===== src/rtl/axi_pkg.sv =====
// Shared AXI encodings and the line-fill FSM state type.
package axi_pkg;
  localparam logic [1:0] BURST_FIXED = 2'b00;
  localparam logic [1:0] BURST_INCR  = 2'b01;
  localparam logic [1:0] BURST_WRAP  = 2'b10;

  localparam logic [1:0] RESP_OKAY   = 2'b00;
  localparam logic [1:0] RESP_EXOKAY = 2'b01;
  localparam logic [1:0] RESP_SLVERR = 2'b10;
  localparam logic [1:0] RESP_DECERR = 2'b11;

  localparam logic [3:0] ARCACHE_DEFAULT = 4'b0011;
  localparam logic [2:0] ARPROT_DEFAULT  = 3'b000;

  typedef enum logic [1:0] {IDLE, ADDR, DATA, RESP} line_fill_state_e;
endpackage


===== src/rtl/axi_interface_if.sv =====
// AXI4 read-channel bundle (AR + R) with master and slave views.
interface axi_interface_if #(
  parameter int DATA_W = 64,
  parameter int ADDR_W = 64,
  parameter int ID_W   = 8,
  parameter int USER_W = 1
);
  logic [ID_W-1:0]   arid;
  logic [ADDR_W-1:0] araddr;
  logic [7:0]        arlen;
  logic [2:0]        arsize;
  logic [1:0]        arburst;
  logic              arlock;
  logic [3:0]        arcache;
  logic [2:0]        arprot;
  logic [3:0]        arqos;
  logic [3:0]        arregion;
  logic [USER_W-1:0] aruser;
  logic              arvalid;
  logic              arready;
  logic [ID_W-1:0]   rid;
  logic [DATA_W-1:0] rdata;
  logic [1:0]        rresp;
  logic              rlast;
  logic              rvalid;
  logic              rready;

  modport rd_mst (
    output arid, araddr, arlen, arsize, arburst, arlock, arcache, arprot,
           arqos, arregion, aruser, arvalid, rready,
    input  arready, rid, rdata, rresp, rlast, rvalid
  );

  modport rd_slv (
    input  arid, araddr, arlen, arsize, arburst, arlock, arcache, arprot,
           arqos, arregion, aruser, arvalid, rready,
    output arready, rid, rdata, rresp, rlast, rvalid
  );
endinterface


===== src/rtl/axi_line_fill_rd_mst.sv =====
// Cache line-fill AXI4 read master: one request -> one burst -> one assembled line.
// AXI_LINE_FILL_WRAP_BURST_EN selects a critical-beat-first WRAP burst instead of INCR.
module axi_line_fill_rd_mst
  import axi_pkg::*;
#(
  parameter int DATA_W     = 64,
  parameter int ADDR_W     = 64,
  parameter int ID_W       = 8,
  parameter int LINE_BYTES = 64,
  parameter int AXI_ID     = 0
) (
  input  logic                    clk,
  input  logic                    rst,
  input  logic                    req_valid,
  output logic                    req_ready,
  input  logic [ADDR_W-1:0]       req_addr,
  output logic                    resp_valid,
  input  logic                    resp_ready,
  output logic [LINE_BYTES*8-1:0] resp_data,
  output logic                    resp_err,
  axi_interface_if.rd_mst         m_axi
);
  localparam int BEATS  = LINE_BYTES * 8 / DATA_W;
  localparam int OFF_W  = $clog2(LINE_BYTES);
  localparam int SZ_W   = $clog2(DATA_W / 8);
  localparam int BEAT_W = (BEATS > 1) ? $clog2(BEATS) : 1;
  localparam logic [BEAT_W-1:0] LAST_BEAT = BEAT_W'(BEATS - 1);
  localparam logic [ID_W-1:0]   ARID      = ID_W'(AXI_ID);

  line_fill_state_e r_state, w_nxt;
  logic r_req_ready, r_arvalid, r_rready, r_resp_valid, r_err;
  logic [ADDR_W-1:0] r_araddr, w_araddr;
  logic [BEAT_W-1:0] r_cnt, w_lane;
  logic [BEATS-1:0][DATA_W-1:0] r_data;
  logic w_req_hs, w_beat, w_last_beat, w_beat_err;

  assign w_req_hs    = req_valid & r_req_ready;
  assign w_beat      = m_axi.rvalid & r_rready;
  assign w_last_beat = (r_cnt == LAST_BEAT);
  assign w_beat_err  = (m_axi.rresp != RESP_OKAY) | (m_axi.rid != ARID);

`ifdef AXI_LINE_FILL_WRAP_BURST_EN
  logic [BEAT_W-1:0] r_start;
  // Slave returns the critical beat first; rotate it back into line order.
  assign w_araddr = req_addr & ~ADDR_W'(DATA_W / 8 - 1);
  assign w_lane   = r_cnt + r_start;
  always_ff @(posedge clk) begin
    if (rst)           r_start <= '0;
    else if (w_req_hs) r_start <= req_addr[OFF_W-1:SZ_W];
  end
`else
  assign w_araddr = req_addr & ~ADDR_W'(LINE_BYTES - 1);
  assign w_lane   = r_cnt;
`endif

  always_comb begin
    w_nxt = r_state;
    unique case (r_state)
      IDLE:    if (w_req_hs) w_nxt = ADDR;
      ADDR:    if (m_axi.arready) w_nxt = DATA;
      DATA:    if (w_beat && (m_axi.rlast || w_last_beat)) w_nxt = RESP;
      RESP:    if (resp_ready) w_nxt = IDLE;
      default: w_nxt = IDLE;
    endcase
  end

  // Handshake outputs are registered from the next state so they change with it.
  always_ff @(posedge clk) begin
    if (rst) begin
      r_state      <= IDLE;
      r_req_ready  <= 1'b0;
      r_arvalid    <= 1'b0;
      r_rready     <= 1'b0;
      r_resp_valid <= 1'b0;
    end else begin
      r_state      <= w_nxt;
      r_req_ready  <= (w_nxt == IDLE);
      r_arvalid    <= (w_nxt == ADDR);
      r_rready     <= (w_nxt == DATA);
      r_resp_valid <= (w_nxt == RESP);
    end
  end

  // Lanes are cleared per request so a short (early-rlast) burst leaves zeros.
  always_ff @(posedge clk) begin
    if (rst) begin
      r_araddr <= '0;
      r_cnt    <= '0;
      r_err    <= 1'b0;
      r_data   <= '0;
    end else if (w_req_hs) begin
      r_araddr <= w_araddr;
      r_cnt    <= '0;
      r_err    <= 1'b0;
      r_data   <= '0;
    end else if (w_beat) begin
      r_data[w_lane] <= m_axi.rdata;
      if (!w_last_beat) r_cnt <= r_cnt + 1'b1;
      if (w_beat_err || (m_axi.rlast != w_last_beat)) r_err <= 1'b1;
    end
  end

  assign req_ready  = r_req_ready;
  assign resp_valid = r_resp_valid;
  assign resp_data  = r_data;
  assign resp_err   = r_err;

  assign m_axi.arvalid  = r_arvalid;
  assign m_axi.araddr   = r_araddr;
  assign m_axi.arid     = ARID;
  assign m_axi.arlen    = 8'(BEATS - 1);
  assign m_axi.arsize   = 3'(SZ_W);
`ifdef AXI_LINE_FILL_WRAP_BURST_EN
  assign m_axi.arburst  = BURST_WRAP;
`else
  assign m_axi.arburst  = BURST_INCR;
`endif
  assign m_axi.arlock   = 1'b0;
  assign m_axi.arcache  = ARCACHE_DEFAULT;
  assign m_axi.arprot   = ARPROT_DEFAULT;
  assign m_axi.arqos    = '0;
  assign m_axi.arregion = '0;
  assign m_axi.aruser   = '0;
  assign m_axi.rready   = r_rready;
endmodule


===== src/flat_wrapper.sv =====
// flat-port wrapper written by rule: the top's interface ports become plain ports
module axi_line_fill_rd_mst_flat import axi_pkg::*;
#(
  parameter int DATA_W     = 64,
  parameter int ADDR_W     = 64,
  parameter int ID_W       = 8,
  parameter int LINE_BYTES = 64,
  parameter int AXI_ID     = 0
)
  (clk, rst, req_valid, req_ready, req_addr, resp_valid, resp_ready, resp_data, resp_err, m_axi_arid, m_axi_araddr, m_axi_arlen, m_axi_arsize, m_axi_arburst, m_axi_arlock, m_axi_arcache, m_axi_arprot, m_axi_arqos, m_axi_arregion, m_axi_aruser, m_axi_arvalid, m_axi_rready, m_axi_arready, m_axi_rid, m_axi_rdata, m_axi_rresp, m_axi_rlast, m_axi_rvalid);
  axi_interface_if #(.DATA_W(DATA_W), .ADDR_W(ADDR_W), .ID_W(ID_W)) m_axi_i ();
  input  logic clk;
  input  logic rst;
  input  logic req_valid;
  output logic req_ready;
  input  logic [ADDR_W-1:0] req_addr;
  output logic resp_valid;
  input  logic resp_ready;
  output logic [LINE_BYTES*8-1:0] resp_data;
  output logic resp_err;
  output wire logic [$bits(m_axi_i.arid)-1:0] m_axi_arid;
  output wire logic [$bits(m_axi_i.araddr)-1:0] m_axi_araddr;
  output wire logic [$bits(m_axi_i.arlen)-1:0] m_axi_arlen;
  output wire logic [$bits(m_axi_i.arsize)-1:0] m_axi_arsize;
  output wire logic [$bits(m_axi_i.arburst)-1:0] m_axi_arburst;
  output wire logic [$bits(m_axi_i.arlock)-1:0] m_axi_arlock;
  output wire logic [$bits(m_axi_i.arcache)-1:0] m_axi_arcache;
  output wire logic [$bits(m_axi_i.arprot)-1:0] m_axi_arprot;
  output wire logic [$bits(m_axi_i.arqos)-1:0] m_axi_arqos;
  output wire logic [$bits(m_axi_i.arregion)-1:0] m_axi_arregion;
  output wire logic [$bits(m_axi_i.aruser)-1:0] m_axi_aruser;
  output wire logic [$bits(m_axi_i.arvalid)-1:0] m_axi_arvalid;
  output wire logic [$bits(m_axi_i.rready)-1:0] m_axi_rready;
  input wire logic [$bits(m_axi_i.arready)-1:0] m_axi_arready;
  input wire logic [$bits(m_axi_i.rid)-1:0] m_axi_rid;
  input wire logic [$bits(m_axi_i.rdata)-1:0] m_axi_rdata;
  input wire logic [$bits(m_axi_i.rresp)-1:0] m_axi_rresp;
  input wire logic [$bits(m_axi_i.rlast)-1:0] m_axi_rlast;
  input wire logic [$bits(m_axi_i.rvalid)-1:0] m_axi_rvalid;
  assign m_axi_arid = m_axi_i.arid;
  assign m_axi_araddr = m_axi_i.araddr;
  assign m_axi_arlen = m_axi_i.arlen;
  assign m_axi_arsize = m_axi_i.arsize;
  assign m_axi_arburst = m_axi_i.arburst;
  assign m_axi_arlock = m_axi_i.arlock;
  assign m_axi_arcache = m_axi_i.arcache;
  assign m_axi_arprot = m_axi_i.arprot;
  assign m_axi_arqos = m_axi_i.arqos;
  assign m_axi_arregion = m_axi_i.arregion;
  assign m_axi_aruser = m_axi_i.aruser;
  assign m_axi_arvalid = m_axi_i.arvalid;
  assign m_axi_rready = m_axi_i.rready;
  assign m_axi_i.arready = m_axi_arready;
  assign m_axi_i.rid = m_axi_rid;
  assign m_axi_i.rdata = m_axi_rdata;
  assign m_axi_i.rresp = m_axi_rresp;
  assign m_axi_i.rlast = m_axi_rlast;
  assign m_axi_i.rvalid = m_axi_rvalid;
  axi_line_fill_rd_mst #(.DATA_W(DATA_W), .ADDR_W(ADDR_W), .ID_W(ID_W), .LINE_BYTES(LINE_BYTES), .AXI_ID(AXI_ID)) u_core (.clk(clk), .rst(rst), .req_valid(req_valid), .req_ready(req_ready), .req_addr(req_addr), .resp_valid(resp_valid), .resp_ready(resp_ready), .resp_data(resp_data), .resp_err(resp_err), .m_axi(m_axi_i));
endmodule

===== config.mk =====
export PLATFORM = sky130hd
export DESIGN_NAME = axi_line_fill_rd_mst_flat
export DESIGN_NICKNAME = d
export VERILOG_FILES = /design/src/rtl/axi_pkg.sv /design/src/rtl/axi_interface_if.sv /design/src/rtl/axi_line_fill_rd_mst.sv /design/src/flat_wrapper.sv
export SDC_FILE = /design/constraint.sdc
export NUM_CORES = 1
export LEC_CHECK = 0
export BUFFER_PORTS_ARGS = -buffer_cell sky130_fd_sc_hd__buf_2
export CAP_MARGIN = 10
export CORE_AREA = 8 8 290 292
export CTS_BUF_LIST = sky130_fd_sc_hd__clkbuf_8
export CTS_CLUSTER_SIZE = 24
export DETAILED_ROUTE_END_ITERATION = 10
export DIE_AREA = 0 0 298 300
export GPL_TIMING_DRIVEN = 0
export PLACE_DENSITY = 0.49
export SETUP_SLACK_MARGIN = 0.2
export SYNTH_ARGS = -nofsm -noshare
export SYNTH_HDL_FRONTEND = slang
export SYNTH_SLANG_ARGS = --single-unit

===== constraint.sdc =====
create_clock -name clk -period 4.13 [get_ports clk]
set_clock_uncertainty 0.05 [all_clocks]
set_input_delay 0.2065 -clock clk [delete_from_list [all_inputs] [get_ports clk]]
set_output_delay 0.2065 -clock clk [all_outputs]
set_load 0.01 [all_outputs]

* After elaboration in Yosys (flattened, before gate mapping) *
Cells that the tools add are included.

word-level totals
  bits in registers = 580
  logic and storage cells = 50
  input port bits = 145
  output and inout bits = 619

cells by class
  mux-type cells = 8
  order comparisons = 2
  $add $sub $neg = 1
  equal/unequal tests = 8
  reductions and logical operators = 11
  bitwise gates (word level) = 4

operators with widths
  cell                                                               number
  bitwise mux 512 bit                                                1
  demux 64 bit (select 3 bit)                                        1
  two-way mux 64 bit                                                 1
  equality test 2 bit, second input constant                         4
  two-way mux 2 bit                                                  4
  case mux 2 bit (4 select lines)                                    1
  nonzero test 8 bit                                                 1
  equality test 2 x 1 -> 1 bit, second input constant                2
  logical NOT 2 bit                                                  2
  less-than comparator 3 x 4 -> 1 bit, second input constant         1
  AND reduction 2 bit                                                2
  adder 3 x 1 -> 3 bit, second input constant                        1
  equality test 3 bit, second input constant                         1
  greater-or-equal comparator 3 x 1 -> 1 bit, second input constant  1
  AND 1 bit                                                          2
  logical AND 1 bit                                                  2
  logical OR 1 bit                                                   2
  nonzero test 2 bit                                                 1
  OR reduction 2 bit                                                 1
  inequality test 1 bit                                              1
  NOT 1 bit                                                          1
  OR 1 bit                                                           1

* Longest topological paths before layout *
Gate-level depths: netlist of run 1.

  depth after elaboration = 6
  mapped depth = 7
  mapped depth without buffers = 7

* Worst setup path before layout of run 1 *
OpenSTA, ideal clock, no wires.

  kind = reg2reg
  start = reg u_core.r_cnt[1]
  end = reg u_core.r_req_ready, in the netlist u_core.req_ready
  library setup time = 0.122 ns
  slack = 2.386 ns
  buffers on the path = 0
  required time = 3.958 ns
  clock period less this slack = 1.744 ns
  arrival time = 1.572 ns
  cell stages (with the launch flop) = 8
  cells stage by stage = dfxtp_1 ha_1 ha_1 inv_1 ha_1 nand3b_1 mux4_2 nor3b_1

on the way
  word-level cells in the longest chain between the ends = 6

RTL lines
  item                             RTL line                    RTL
  start, declared                  axi_line_fill_rd_mst.sv:33  logic [BEAT_W-1:0] r_cnt, w_lane;
  start signal, assigned           axi_line_fill_rd_mst.sv:98  if (!w_last_beat) r_cnt <= r_cnt + 1'b1;
  equality test 3 bit              axi_line_fill_rd_mst.sv:39  assign w_last_beat = (r_cnt == LAST_BEAT);
  logical OR 1 bit                 axi_line_fill_rd_mst.sv:61  DATA: if (w_beat && (m_axi.rlast || w_last_beat)) w_nxt = RESP;
  logical AND 1 bit                axi_line_fill_rd_mst.sv:61
  two-way mux 2 bit                axi_line_fill_rd_mst.sv:61
  case mux 2 bit (4 select lines)  axi_line_fill_rd_mst.sv:58  unique case (r_state)
  logical NOT 2 bit                axi_line_fill_rd_mst.sv:77  r_req_ready <= (w_nxt == IDLE);
  end signal, assigned             axi_line_fill_rd_mst.sv:77
  end, declared                    axi_line_fill_rd_mst.sv:31  logic r_req_ready, r_arvalid, r_rready, r_resp_valid, r_err;

No other way between the ends.
A chain may end at the register's enable or synchronous reset.

* Worst setup path after layout of run 1 *
  start = reg u_core.r_req_ready, in the netlist u_core.req_ready
  end = reg u_core.r_data, in the netlist u_core.resp_data[320]

on the way
  word-level cells in the longest chain between the ends = 2

RTL lines
  item                           RTL line                    RTL
  AND 1 bit                      axi_line_fill_rd_mst.sv:37  assign w_req_hs = req_valid & r_req_ready;
  OR reduction 2 bit (no line)   --
  end signal, assigned by index  axi_line_fill_rd_mst.sv:97  r_data[w_lane] <= m_axi.rdata;
  end, declared                  axi_line_fill_rd_mst.sv:34  logic [BEATS-1:0][DATA_W-1:0] r_data;

No other way between the ends.

==> results of run 1 <==
## worst min-delay path by stage
stage / start / endpoint / slack (ns) / cells after the start
global placement: u_core.m_axi.araddr[52]$_SDFFE_PP0P_ / u_core.m_axi.araddr[52]$_SDFFE_PP0P_ / 0.39 / 2
detailed placement: u_core.resp_data[454]$_SDFFE_PP0P_ / u_core.resp_data[454]$_SDFFE_PP0P_ / 0.40 / 2
global route: m_axi_rdata[26] / u_core.resp_data[26]$_SDFFE_PP0P_ / 0.03 / 3
CTS: m_axi_rdata[26] / u_core.resp_data[90]$_SDFFE_PP0P_ / 0.003 / 3
finish: m_axi_rdata[51] / u_core.resp_data[307]$_SDFFE_PP0P_ / 0.05 / 3
floorplan: req_addr[10] / u_core.m_axi.araddr[10]$_SDFFE_PP0P_ / 0.29 / 2
## cell families after synthesis
kind of cell	Yosys count
AOI/OAI and AO/OA	65
xor gates and xnor gates	1
adders and majority gates	3
buffers and inverters	187
DFF	580
muxes	515
other	2
and+or+nand+nor	724
## synth_stat cells
| cell type | instances |
|---|---|
| a21oi_1 | 61 |
| nor3_1 | 2 |
| nand2_2 | 5 |
| nand2_4 | 2 |
| and3b_1 | 3 |
| and2_1 | 1 |
| and3_1 | 3 |
| nand3_2 | 1 |
| nand2b_1 | 3 |
| o211ai_1 | 1 |
| nand3_1 | 1 |
| nor4_1 | 3 |
| buf_4 | 74 |
| buf_6 | 16 |
| ha_1 | 3 |
| mux2i_1 | 514 |
| mux4_2 | 1 |
| clkbuf_1 | 16 |
| nand3b_1 | 3 |
| dfxtp_1 | 580 |
| inv_1 | 3 |
| xor2_1 | 1 |
| nor3b_1 | 1 |
| nor2b_1 | 1 |
| a31oi_1 | 1 |
| conb_1 | 2 |
| nor2_1 | 5 |
| nand2_1 | 690 |
| a21oi_4 | 1 |
| buf_12 | 6 |
| buf_2 | 72 |
| a311o_1 | 1 |
## flip-flops by register name (all words and copies together) (netlist names), 2 cells and up
name	cells
u_core.r_state	2
u_core.resp_data	512
u_core.r_cnt	3
u_core.m_axi.araddr	58
## metal layers
layer,wire length [um],global-route usage
met5,0,0
met4,2410,0.0580
met3,6430,0.0605
met2,45000,0.344
met1,38000,0.228
## power by group
part	total (mW)	internal [mW]	switching, mW
clock network	5.50	2.97	2.53
logic	0.806	0.257	0.548
registers	5.66	5.64	0.0233
## area by class of cell
type	instances	area (um2)
repair buffers	818	4620
clock inverters	50	290
fillers	8240	50100
inverters	3	11.3
well taps	1060	1330
flip-flops and latches	580	11600
multi-input cells	1352	8540
clock buffers	134	1840
plain buffers	184	1280
diodes	4	10.0
## worst register-to-register path: stages, from the launching register on
cell,delay [ns]
dfxtp_1,0.35
a21oi_4,0.48
buf_2,0.58
buf_2,0.47
nand2_1,0.10
mux2i_1,0.14
## metrics by stage
stage,util,hold WS [ns],cells
after CTS,0.371,0.00285,4181
final,0.371,0.0524,4185
after global routing,0.371,0.0254,4182
after detailed placement,0.331,0.396,3891
after global placement,0.331,0.389,3891
after floorplan,-,0.292,2119
==> flow_summary.yaml, run 1 <==
worst_setup_path:
  worstPathRequired_ns: 4.68
  crit_cells: 5
  end_kind: "flop"
  r2r_start: "u_core.req_ready$_SDFF_PP0_"
  critPathLaunch: "u_core.req_ready$_SDFF_PP0_"
  reg2reg_depth: 5
  crit_top_cell: "buf_2"
  cp_max_fo: 10
  crit_path_cell_trace: "a21oi_4 > buf_2 > buf_2 > nand2_1 > mux2i_1"
  worst_path_largest_cell_delay_ns: 0.56
  crit_end: "u_core.resp_data[320]$_SDFFE_PP0P_"
  critical-path-top-delay-family: "buffers and inverters"
  crit_type: "flop to flop"
  cp.buffers_inverters: 2
  r2r_slack_ns: 1.88
  critical_path_arrival_ns: 2.80
  r2r-end: "u_core.resp_data[320]$_SDFFE_PP0P_"
  critPathLaunchType: "flop"
  crit_slowest_cell: "buf_2"
clocking:
  cts_tree: "built"
  clk_latency_ns: 0.68
  holdBufCountCts: 106
  cts_setup_buffers: 0
  path_clk_slew_ns: 0.06
  clock-root-buffer: "clkbuf_8"
  htreeDepth: 3
  cts_resized: 0
  cts-buffers-inserted: 104
  clockBufferDepth: 3
  numClockSinks: 580
placement:
  place_area_um2: 26300
  gp_congestion: 0.792
  dp_slack_ns: 1.61
  dp_hpwl_um: 68400
  port-buffer-count: 712
route:
  wl_per_cell_um: 21.9
  postRouteAntennaNets: 0
  wirelength_um: 91800
  via_per_inst: 4.31
  dr_total_vias: 18056
  first_pass_iters: 4
  drtIter0Drc: 728
  drcViolationCount: 0
floorplanning:
  rows: 104
  die_h_um: 300
  core-area_um2: 79600
  die_area_um2: 89400
  io_pins: 764
  die_x_um: 298
  start_util: 0.267
cells_and_area:
  drive_above_1_share: 0.334
  final_common_cell: "buf_2"
  layout_common_cells: "buf_2, nand2_1, dfxtp_1"
  fin_area_um2: 29500
  nets: 3191
  syn2layout_area_growth_pct: 38.8
power_and_ir_drop:
  vdd_drop_max_mv: 0.243
  power.density_nw_per_um2: 405
  finalPower_mw: 12.0
  p_leak_nw: 16.2
logic_synthesis:
  synth_compound_area_frac: 0.0162
  synth_xor_xnor_area_share: 0.000412
  synth_simple_gate_area_share: 0.132
  ys_seq_area_frac: 0.546
  syn_area_per_cell_um2: 10.2
  synthCells: 2077
  synth_top_family_by_area: "multiplexers"
  syn_area_um2: 21300
  synth.area.mux_share: 0.243
  ys_seq_elements: 580
  yosysWarnings: 0
  ys_top_cells_by_area: "dfxtp_1, mux2i_1, nand2_1"
  yosysTopAreaCell: "dfxtp_1"
  yosysTopAreaCellShare: 0.546
  ys_types: 32
  synth_fa_ha_area_frac: 0.00176
sta:
  setup_slack_ns: 1.88
  max_slew_margin: 0.545
  finalCritPeriodShare: 0.545
  setup_violations: 0
  rsz0062_at_grt: "false"
  hold_viol_final: 0
  tightest_slew_ns: 0.681
  post-route-min-period_ns: 2.25
  final_max_slew_viol_count: 0
  fmax_mhz: 445
  tns_ns: 0
global_routing:
  first_global_vias: 18636
  overflow: 0
  antenna_found_initial: 6
  grt_usage: 0.196
  grt_max_degree: 16
  grt_pass1_wl_um: 132000
hold_path:
  hp-class: "input pin to flop"
flow_run:
  max-cap-violations: 0
outcome:
  status: "finished clean"
Note: power is estimated with default switching activity, not from simulation.
==> inputs of run 2 (changes only) <==
--- a/config.mk
+++ b/config.mk
@@ -13,7 +13,7 @@
 export DETAILED_ROUTE_END_ITERATION = 10
 export DIE_AREA = 0 0 298 300
 export GPL_TIMING_DRIVEN = 0
-export PLACE_DENSITY = 0.49
+export PLACE_DENSITY = 0.51
 export SETUP_SLACK_MARGIN = 0.2
 export SYNTH_ARGS = -nofsm -noshare
 export SYNTH_HDL_FRONTEND = slang
==> constraint.sdc (replaced) <==
create_clock -name clk -period 1.9 [get_ports clk]
set_clock_uncertainty 0.05 [all_clocks]
set_input_delay 0.095 -clock clk [delete_from_list [all_inputs] [get_ports clk]]
set_output_delay 0.095 -clock clk [all_outputs]
set_load 0.01 [all_outputs]
==> run 2 against run 1 <==
Net effect:
- first-iteration DRC count is 4.1% lower
- global-route usage is 0.094 points higher
- non-clock buffer count is 50 higher
- worst setup slack worse by 1.8 ns
- fmax is 22% higher
- via count is 1.7% higher
- routed wire length is 1.6% higher
- sequential share of layout area is 1.7 points lower
- largest cell class unchanged
- highest routed layer unchanged
==> flow_summary.yaml, run 2 (same netlist as run 1, synthesis figures left out) <==
placement:
  place_area_um2: 26400
  gp_congestion: 0.812
  dp_hpwl_um: 68000
  port-buffer-count: 712
clocking:
  htreeDepth: 3
  clockBufferDepth: 3
  numClockSinks: 580
  path_clk_slew_ns: 0.06
  cts-buffers-inserted: 105
  cts_tree: "built"
  clock-root-buffer: "clkbuf_8"
  clk_latency_ns: 0.69
power_and_ir_drop:
  vdd_drop_max_mv: 0.471
  power.density_nw_per_um2: 856
  p_leak_nw: 16.9
worst_setup_path:
  crit_type: "flop to flop"
  reg2reg_depth: 7
  r2r_start: "u_core.r_cnt[1]$_SDFFE_PP0P_"
  r2r_slack_ns: 0.06
  worstPathRequired_ns: 2.42
  critPathLaunchType: "flop"
  r2r-end: "u_core.req_ready$_SDFF_PP0_"
  end_kind: "flop"
  cp_max_fo: 4
  critical_path_arrival_ns: 2.36
outcome:
  status: "finished clean"
sta:
  tns_ns: 0
  finalCritPeriodShare: 0.969
  hold_viol_final: 0
  rsz0062_at_grt: "true"
  hold_slack_ns: 0.120
  fmax_mhz: 543
  tightest_slew_ns: 0.604
  setup_violations: 0
  final_max_slew_viol_count: 0
  max_slew_margin: 0.597
  post-route-min-period_ns: 1.84
route:
  via_per_inst: 4.34
  drtIter0Drc: 698
  wirelength_um: 93300
  first_pass_iters: 4
  drcViolationCount: 0
  postRouteAntennaNets: 0
  wl_per_cell_um: 22.1
  dr_total_vias: 18358
global_routing:
  grt_usage: 0.197
  first_global_vias: 18778
  grt_pass1_wl_um: 132000
  overflow: 0
  grt_max_degree: 16
  antenna_found_initial: 3
cells_and_area:
  layout_common_cells: "buf_2, nand2_1, dfxtp_1"
  nets: 3242
  syn2layout_area_growth_pct: 45.0
  largest_reg_flops: 512
  fin_area_um2: 30800
  final_common_cell: "buf_2"
  drive_above_1_share: 0.357
floorplanning:
  die_h_um: 300
  die_area_um2: 89400
  core-area_um2: 79600
  io_pins: 764
  die_x_um: 298
  rows: 104
  start_util: 0.267
hold_path:
  worstHoldStart: "m_axi_rlast"
  hold-path-endpoint: "u_core.resp_err$_SDFFE_PP0P_"
  hp-class: "input pin to flop"
  hold-path-cell-count: 6
flow_run:
  max-cap-violations: 0
[run 2: cell types whose count changed in the layout (fill, tap and decap cells not counted), sizes merged]
cell / previous run / this run
buf: 880 / 887
bufinv: 1 / 5
clkbuf: 150 / 158
clkinv: 12 / 5
clkinvlp: 4 / 1
diode: 4 / 1
dlygate4sd3: 106 / 134
inv: 36 / 43
[run 2: worst max-delay path: stages (launching register included)]
cell and delay, ns:
dfxtp_4 0.36, ha_4 0.13, ha_4 0.13, inv_4 0.04
ha_4 0.13, nand3b_1 0.17, mux4_2 0.52, nor3b_2 0.18
[run 2: timing repair]
action,4_1_cts,5_1_grt
setup buffers,10,10
pin swaps,5,4
hold buffers,134,0
gates cloned,0,2
setup endpoints to repair,530,440
gates resized for setup,160,79
endpoints found under the hold margin,580,0
[run 2: area by class of cell]
cell class / count / area [um2]
Antenna cell: 1 / 2.50
Buffer: 184 / 1610
Clock buffer: 127 / 1750
Clock inverter: 51 / 379
Fill cell: 8085 / 48800
Inverter: 3 / 13.8
Multi-Input combinational cell: 1352 / 9010
Sequential cell: 580 / 11600
Tap cell: 1060 / 1330
Timing Repair Buffer: 868 / 5130
[run 2: how the worst max path moves through the flow]
stage          depth (start not counted)                         start                            endpoint
2_1_floorplan                          7  u_core.r_cnt[1]$_SDFFE_PP0P_         u_core.req_ready$_SDFF_PP0_
3_3_place_gp                           4   u_core.req_ready$_SDFF_PP0_  u_core.resp_data[450]$_SDFFE_PP0P_
3_5_place_dp                           4   u_core.req_ready$_SDFF_PP0_  u_core.resp_data[450]$_SDFFE_PP0P_
4_1_cts                                7  u_core.r_cnt[1]$_SDFFE_PP0P_         u_core.req_ready$_SDFF_PP0_
5_1_grt                                7  u_core.r_cnt[1]$_SDFFE_PP0P_         u_core.req_ready$_SDFF_PP0_
6_report                               7  u_core.r_cnt[1]$_SDFFE_PP0P_         u_core.req_ready$_SDFF_PP0_
[run 2: per-stage QoR]
step / util / power, mW / setup slack [ns] / cells
2_1_floorplan: - / 13.3 / 0.191 / 2119
3_3_place_gp: 0.331 / 14.2 / -0.357 / 3891
3_5_place_dp: 0.331 / 14.2 / -0.350 / 3891
4_1_cts: 0.382 / 26.7 / 0.0852 / 4213
5_1_grt: 0.387 / 27.4 / 0.0126 / 4225
6_report: 0.387 / 26.4 / 0.0598 / 4226
[run 2: metal layers]
layer | routed length [um] | global-route usage | share of wire
met3 | 6320 | 0.0530 | 0.068
met1 | 38500 | 0.231 | 0.41
met4 | 3480 | 0.0725 | 0.037
met5 | 0 | 0 | 0
met2 | 45000 | 0.343 | 0.48
[run 2: power breakdown]
group	internal, mW	switching, mW	total [mW]
clock	6.68	5.36	12.0
combinational	0.733	1.32	2.05
sequential	12.2	0.0529	12.3
==> inputs of run 3 (changes only) <==
--- a/config.mk
+++ b/config.mk
@@ -13,7 +13,7 @@
 export DETAILED_ROUTE_END_ITERATION = 10
 export DIE_AREA = 0 0 298 300
 export GPL_TIMING_DRIVEN = 0
-export PLACE_DENSITY = 0.51
+export PLACE_DENSITY = 0.49
 export SETUP_SLACK_MARGIN = 0.2
 export SYNTH_ARGS = -nofsm -noshare
 export SYNTH_HDL_FRONTEND = slang
==> constraint.sdc (replaced) <==
create_clock -name clk -period 2.2 [get_ports clk]
set_clock_uncertainty 0.05 [all_clocks]
set_input_delay 0.11 -clock clk [delete_from_list [all_inputs] [get_ports clk]]
set_output_delay 0.11 -clock clk [all_outputs]
set_load 0.01 [all_outputs]
==> run 3 against run 2 <==
Net effect:
- critical path depth fell by 1
- critical path type unchanged
- worst hold slack lost 0.045 ns
- final area shrank 3.1%
==> flow_summary.yaml, run 3 (same netlist as run 1, synthesis figures left out) <==
outcome:
  status: "finished clean"
clocking:
  clk_latency_ns: 0.68
  clock-root-buffer: "clkbuf_8"
  cts_tree: "built"
  htreeDepth: 3
  path_clk_slew_ns: 0.07
  clockBufferDepth: 3
  cts-buffers-inserted: 104
  numClockSinks: 580
cells_and_area:
  drive_above_1_share: 0.340
  nets: 3218
  multiInputGateArea_um2: 8620
  syn2layout_area_growth_pct: 40.5
  fin_area_um2: 29900
  layout_common_cells: "buf_2, nand2_1, dfxtp_1"
  final_cells: 4211
  final-seq-area_um2: 11600
  fillers: 8197
  fin_util: 0.375
  largest_reg_flops: 512
  final_common_cell: "buf_2"
power_and_ir_drop:
  power.share.clock: 0.458
  p_sw_frac: 0.259
  switching_power_mw: 5.84
  power_frac_comb: 0.070
  internal_power_mw: 16.7
  power.density_nw_per_um2: 754
  p_leak_nw: 16.4
  vdd_drop_max_mv: 0.457
  pwr-share-seq: 0.471
sta:
  post-route-min-period_ns: 1.96
  fmax_mhz: 511
  tightest_slew_ns: 0.670
  tns_ns: 0
  hold_viol_final: 0
  setup_violations: 0
  finalCritPeriodShare: 0.889
  rsz0062_at_grt: "true"
  max_slew_margin: 0.552
  final_max_slew_viol_count: 0
route:
  postRouteAntennaNets: 0
  dr_total_vias: 18201
  drcViolationCount: 0
  via_per_inst: 4.32
  first_pass_iters: 5
  drtIter0Drc: 770
  wl_per_cell_um: 21.9
  wirelength_um: 92200
hold_path:
  hold-path-cell-count: 3
  hold-path-endpoint: "u_core.resp_data[213]$_SDFFE_PP0P_"
  worstHoldStart: "m_axi_rdata[21]"
  hp-class: "input pin to flop"
worst_setup_path:
  r2r-end: "u_core.resp_data[82]$_SDFFE_PP0P_"
  cp_max_fo: 10
  crit_type: "flop to flop"
  critPathLaunchType: "flop"
  r2r_start: "u_core.req_ready$_SDFF_PP0_"
  reg2reg_depth: 6
  r2r_slack_ns: 0.24
  end_kind: "flop"
  worstPathRequired_ns: 2.75
  critical_path_arrival_ns: 2.51
floorplanning:
  core-area_um2: 79600
  start_util: 0.267
  die_x_um: 298
  die_area_um2: 89400
  io_pins: 764
  rows: 104
  die_h_um: 300
placement:
  dp_hpwl_um: 68400
  dp_cells: 3891
  place_area_um2: 26300
  gp_congestion: 0.792
  port-buffer-count: 712
global_routing:
  grt_max_degree: 16
  grt_pass1_wl_um: 132000
  grt_usage: 0.197
  overflow: 0
  first_global_vias: 18762
  antenna_found_initial: 4
flow_run:
  max-cap-violations: 0
## run 3: area by class of cell
| cell class | count | area share |
|---|---|---|
| repair buffers | 845 | 0.164 |
| inverters | 3 | 0.000377 |
| well taps | 1060 | 0.0444 |
| plain buffers | 184 | 0.0431 |
| flip-flops and latches | 580 | 0.388 |
| clock buffers | 134 | 0.0617 |
| multi-input cells | 1352 | 0.288 |
| diodes | 3 | 0.000251 |
| clock inverters | 50 | 0.00971 |
## run 3: how the worst max path moves through the flow
| stage | to | from | slack, ns |
|---|---|---|---|
| 2_1_floorplan | u_core.req_ready$_SDFF_PP0_ | u_core.r_cnt[1]$_SDFFE_PP0P_ | 0.46 |
| 3_3_place_gp | u_core.resp_data[322]$_SDFFE_PP0P_ | rst | -0.17 |
| 3_5_place_dp | u_core.resp_data[321]$_SDFFE_PP0P_ | rst | -0.22 |
| 4_1_cts | u_core.resp_data[424]$_SDFFE_PP0P_ | u_core.req_ready$_SDFF_PP0_ | 0.21 |
| 5_1_grt | u_core.resp_data[376]$_SDFFE_PP0P_ | u_core.req_ready$_SDFF_PP0_ | 0.16 |
| 6_report | u_core.resp_data[82]$_SDFFE_PP0P_ | u_core.req_ready$_SDFF_PP0_ | 0.24 |
## run 3: power by group through the flow
stage	Combinational [mW]	Sequential, mW	Clock, mW
3_5_place_dp	1.39	10.8	0
3_3_place_gp	1.40	10.8	0
2_1_floorplan	0.645	10.9	0
6_report	1.58	10.6	10.3
4_1_cts	1.60	10.6	10.6
5_1_grt	1.71	10.6	11.1
## run 3: metrics by stage
stage	total power, mW	hold slack (ns)	worst slack [ns]
2_1_floorplan	11.5	0.196	0.456
3_3_place_gp	12.2	0.304	-0.166
3_5_place_dp	12.2	0.306	-0.219
4_1_cts	22.8	0.00197	0.206
5_1_grt	23.5	0.0570	0.161
6_report	22.5	0.0745	0.244
## run 3: critical path: stages (launching register included)
cell and delay (ns):
dfxtp_1 0.35, a21oi_4 0.18, buf_12 0.16, buf_4 0.15, buf_2 0.22, nand2_1 0.45, mux2i_1 0.29
## run 3: metal layers
layer | GRT usage | vias to the layer above | wire length [um]
met4 | 0.0580 | 0 | 2440
li1 | - | 8761 | -
met2 | 0.346 | 668 | 45300
met1 | 0.228 | 8641 | 37900
met5 | 0 | - | 0
met3 | 0.0607 | 131 | 6590
## run 3: timing repair
action | 4_1_cts | 5_1_grt
hold buffers | 129 | 2
pin swaps | 1 | 1
gates resized for setup | 18 | 16
buffers inserted | 2 | 0
hold endpoints to repair | 519 | 16
setup endpoints to repair | 499 | 81
